[src/rtl/timer_pkg.sv]
// Shared types for the loadable down-counter/timer.
package timer_pkg;

    localparam int TIMER_W_DEFAULT = 4;

    typedef enum logic [1:0] {
        IDLE  = 2'd0,
        ARMED = 2'd1,
        RUN   = 2'd2,
        DONE  = 2'd3
    } timer_state_t;

endpackage

[src/rtl/down_counter_timer.sv]
// Loadable down-counter/timer: counts a programmed value to zero, pulses on
// terminal count, optionally reloads for periodic ticks.
module down_counter_timer
    import timer_pkg::*;
#(
    parameter int WIDTH = TIMER_W_DEFAULT
) (
    input  logic             clk,
    input  logic             reset_n,
    input  logic             load_valid,
    input  logic [WIDTH-1:0] load_value,
    output logic             load_ready,
    input  logic             start,
    input  logic             enable,
    input  logic             auto_reload,
    input  logic             abort,
    output logic [WIDTH-1:0] count,
    output logic             busy,
    output logic             done,
    output logic             tc_pulse
);

    timer_state_t     state_q, state_d;
    logic [WIDTH-1:0] count_q, count_d;
    logic [WIDTH-1:0] reload_q, reload_d;
    logic             tc_q, tc_d;

    assign load_ready = (state_q != RUN);
    assign busy       = (state_q == RUN);
    assign done       = (state_q == DONE);
    assign count      = count_q;
    assign tc_pulse   = tc_q;

    // Priority: abort > load handshake > start > count/terminal.
    always_comb begin
        state_d  = state_q;
        count_d  = count_q;
        reload_d = reload_q;
        tc_d     = 1'b0;
        if (abort) begin
            state_d = IDLE;
            count_d = '0;
        end else if (load_valid && load_ready) begin
            count_d  = load_value;
            reload_d = load_value;
            state_d  = ARMED;
        end else begin
            unique case (state_q)
                ARMED: if (start) begin
                    if (count_q != '0) state_d = RUN;
                    else begin
                        state_d = DONE;
                        tc_d    = 1'b1;
                    end
                end
                DONE: if (start) begin
                    count_d = reload_q;
                    if (reload_q != '0) state_d = RUN;
                    else                tc_d    = 1'b1;
                end
                RUN: if (enable) begin
                    if (count_q == WIDTH'(1)) begin
                        tc_d = 1'b1;
                        if (auto_reload) count_d = reload_q;
                        else begin
                            count_d = '0;
                            state_d = DONE;
                        end
                    end else if (count_q != '0) begin
                        count_d = count_q - WIDTH'(1);
                    end
                end
                default: ;
            endcase
        end
    end

    always_ff @(posedge clk or negedge reset_n) begin
        if (!reset_n) begin
            state_q  <= IDLE;
            count_q  <= '0;
            reload_q <= '0;
            tc_q     <= 1'b0;
        end else begin
            state_q  <= state_d;
            count_q  <= count_d;
            reload_q <= reload_d;
            tc_q     <= tc_d;
        end
    end

endmodule
[config.mk]
export PLATFORM = sky130hd
export DESIGN_NAME = down_counter_timer
export DESIGN_NICKNAME = d
export VERILOG_FILES = /design/src/rtl/timer_pkg.sv /design/src/rtl/down_counter_timer.sv
export SDC_FILE = /design/constraint.sdc
export NUM_CORES = 1
export LEC_CHECK = 0
export ABC_CLOCK_PERIOD_IN_PS = 2210
export CORE_MARGIN = 2
export CORE_UTILIZATION = 40
export CTS_BUF_LIST = sky130_fd_sc_hd__clkbuf_8
export CTS_CLUSTER_DIAMETER = 80
export DETAILED_ROUTE_END_ITERATION = 12
export GPL_ROUTABILITY_DRIVEN = 0
export PLACE_DENSITY = 0.63
export SLEW_MARGIN = 40
export SYNTH_ARGS = -nofsm -noshare
export SYNTH_HDL_FRONTEND = slang
export SYNTH_SLANG_ARGS = --single-unit
[constraint.sdc]
create_clock -name clk -period 2.21 [get_ports clk]
set_clock_uncertainty 0.15 [all_clocks]
set_input_delay 0.221 -clock clk [delete_from_list [all_inputs] [get_ports clk]]
set_output_delay 0.221 -clock clk [all_outputs]
set_load 0.05 [all_outputs]
==> impl_metrics.yaml <==
critical_path:
  reg2regPathDepth: 6
  cp.required_ps: 2170
  timing.rr.end: "count[1]"
  cp-end-kind: "flop"
  reg2reg_from: "count[0]"
  crit_fanout: 6
  arrival_ps: 2070
  cp-start-kind: "flop"
  reg2reg_slack_ps: 100
  worstSetupPathType: "flop to flop"
logic_synthesis:
  avgSynthCellArea_um2: 8.65
  ys_warn_count: 0
  syn_nets: 107
  ys_top_cells_by_area: "dfrtp_1, o21ai_0, ha_1"
  yosysSeqAreaShare: 0.342
  synth_async_sr_flop_share: 1.00
  netlist_instances: 93
  synth_edf_count: 0
  synth.cell_area_um2: 805
  yosysTopAreaCellShare: 0.342
  ys_ff_latch: 11
  synthFlopType: "dfrtp_1"
  yosysTopAreaCell: "dfrtp_1"
  synthDistinctLibCells: 38
floorplan:
  initial_core_util: 0.419
  die_h_um: 48.8
  ioPinCount: 19
  dieArea_um2: 2390
  rows: 16
  die_x_um: 48.8
  core_um2: 1920
global_routing:
  grt.met3_usage: 0.0613
  grt_pass1_wl_mm: 3.37
  grt_pass1_vias: 752
  antenna_found_initial: 0
  met1_usage: 0.238
  grt_max_degree: 12
  grt.busiest_layer: "met2"
  grt-ovfl-total: 0
  grt_use_total: 0.184
  use_met2: 0.276
clock_network:
  cts_htree_levels: 1
  cts_tree: "yes"
  cts_buffers: 3
  clk_pin_slew_worst_paths_ps: 50
  cts-root-buf: "clkbuf_8"
  clk_path_buf_depth: 2
  cts_num_sinks: 11
  worstSkewPairLatency_ps: 240
routing:
  wire_per_inst_um: 13.8
  vias: 770
  drc_errors: 0
  ant_nets: 0
  initialDrtViolationCount: 10
  drt-total-wl_mm: 1.95
  first_pass_iters: 4
  viasPerCell: 5.46
place:
  dp_hpwl_mm: 1.47
  numPortBuffers: 18
  dpl_cell_area_um2: 1040
timing:
  rsz0062_at_grt: "no"
  finalHoldViolations: 0
  timing.final.max_slew_violations: 0
  slew_headroom: 0.630
  whs_ps: 191
  finalCriticalPeriod_ps: 2110
  fin_setup_tns_ps: 0
  finalSetupViolations: 0
  max_clock_freq_mhz: 473
  min_period_over_period: 0.956
  worst_slew_pin_slew_ps: 554
power:
  power.leakage_nw: 0.449
  total_power_mw: 0.770
  ir_drop_v: 0.000382
  power_density_nw_per_um2: 705
min_path:
  hold_class: "input port to async pin"
job:
  maxCapViolCount: 0
layout:
  fin_nets: 129
  drive_gt1_frac: 0.175
  antenna_cells: 0
  post-route-cell-area_um2: 1090
  area_growth_pct: 35.6
  fillers: 179
run_status:
  status: "finished clean"
-- synth_stat cells, types with 2 or more instances --
cell,count
nand2b_1,3
nand3_1,2
nor2_1,3
a21o_1,2
and3_1,3
dfrtp_1,11
a21oi_1,5
clkbuf_1,3
nand2_1,4
nor3b_1,2
buf_2,2
ha_1,3
a311oi_1,3
a31oi_1,3
mux2_2,2
inv_1,10
nor3_1,4
o21ai_0,8
-- metal layers --
| layer | share of wire | wire, um |
|---|---|---|
| met2 | 0.47 | 917 |
| met1 | 0.48 | 931 |
| met5 | 0 | 0 |
| met3 | 0.039 | 77 |
| met4 | 0.013 | 25 |
-- worst max-delay path, stage by stage (launching register included) --
cell	delay (ps)
dfrtp_2	440
inv_1	110
ha_1	140
or3b_4	380
or3_4	370
a311oi_2	310
a31oi_1	80
-- power breakdown --
part / switching [mW] / total (mW) / internal, mW / leakage, nW
clock network: 0.0741 / 0.196 / 0.122 / 0.0269
registers: 0.0378 / 0.271 / 0.233 / 0.137
logic: 0.170 / 0.303 / 0.133 / 0.285
total: 0.281 / 0.770 / 0.488 / 0.449
-- flip-flops by register name, indices dropped and copies added (netlist names) --
name      cells
count         4
reload_q      4
tc_pulse      1
state_q       2
-- worst max-delay path by stage --
stage / start / end / slack (ps) / cells after the start
final: count[0] / count[1] / 100 / 6
after global routing: count[0] / count[1] / 30 / 6
after CTS: count[0] / count[1] / 120 / 6
after detailed placement: auto_reload / count[1] / 120 / 5
after global placement: auto_reload / count[1] / 130 / 5
after floorplan: count[1] / state_q[1] / 50 / 6
-- cell usage in the layout, fill, tap and decap left out, types with 2 or more instances in the layout --
master / instances
a21o_1: 2
a21oi_1: 5
a311oi_1: 2
a31oi_1: 3
and3_1: 3
buf_4: 5
clkbuf_8: 3
clkdlybuf4s50_1: 16
dfrtp_1: 9
dfrtp_2: 2
ha_1: 2
inv_1: 10
mux2_2: 2
nand2_1: 4
nand2b_1: 3
nand3_1: 2
nor2_1: 3
nor3_1: 4
nor3b_1: 2
o21ai_0: 8
-- cell type report --
| cell class | count | area [um2] | area share |
|---|---|---|---|
| sequential | 11 | 278 | 0.255 |
| clock buffer | 3 | 41.3 | 0.0378 |
| inverter | 10 | 37.5 | 0.0344 |
| clock inverter | 1 | 3.75 | 0.00344 |
| multi-input combinational | 67 | 479 | 0.439 |
| timing repair buffer | 22 | 218 | 0.200 |
| tap | 27 | 33.8 | 0.0310 |
-- logic make-up (layout without fill, tap and decap cells) --
kind of cell	after synthesis	count (layout)	share of synthesized area
AND/OR/NAND/NOR	28	28	0.216
buffers and inverters	15	36	0.0731
multiplexers	2	2	0.0280
adder cells (fa/ha/maj)	3	3	0.0467
XOR/XNOR	1	1	0.0109
flip-flops	11	11	0.342
AO/OA/AOI/OAI	33	33	0.283
-- per-stage QoR --
| stage | setup slack (ps) | util | instances |
|---|---|---|---|
| 2_1_floorplan | 46.5 | - | 93 |
| 3_3_place_gp | 126 | 0.540 | 137 |
| 3_5_place_dp | 121 | 0.540 | 137 |
| 4_1_cts | 123 | 0.563 | 141 |
| 5_1_grt | 29.6 | 0.568 | 141 |
| 6_report | 97.4 | 0.568 | 141 |
-- repair_timing --
action,4_1_cts,5_1_grt
endpoints found under the setup margin,0,1
hold buffers,0,0
setup buffers,0,0
gates resized for setup,0,3
Note: power is estimated with default switching activity, not from simulation.
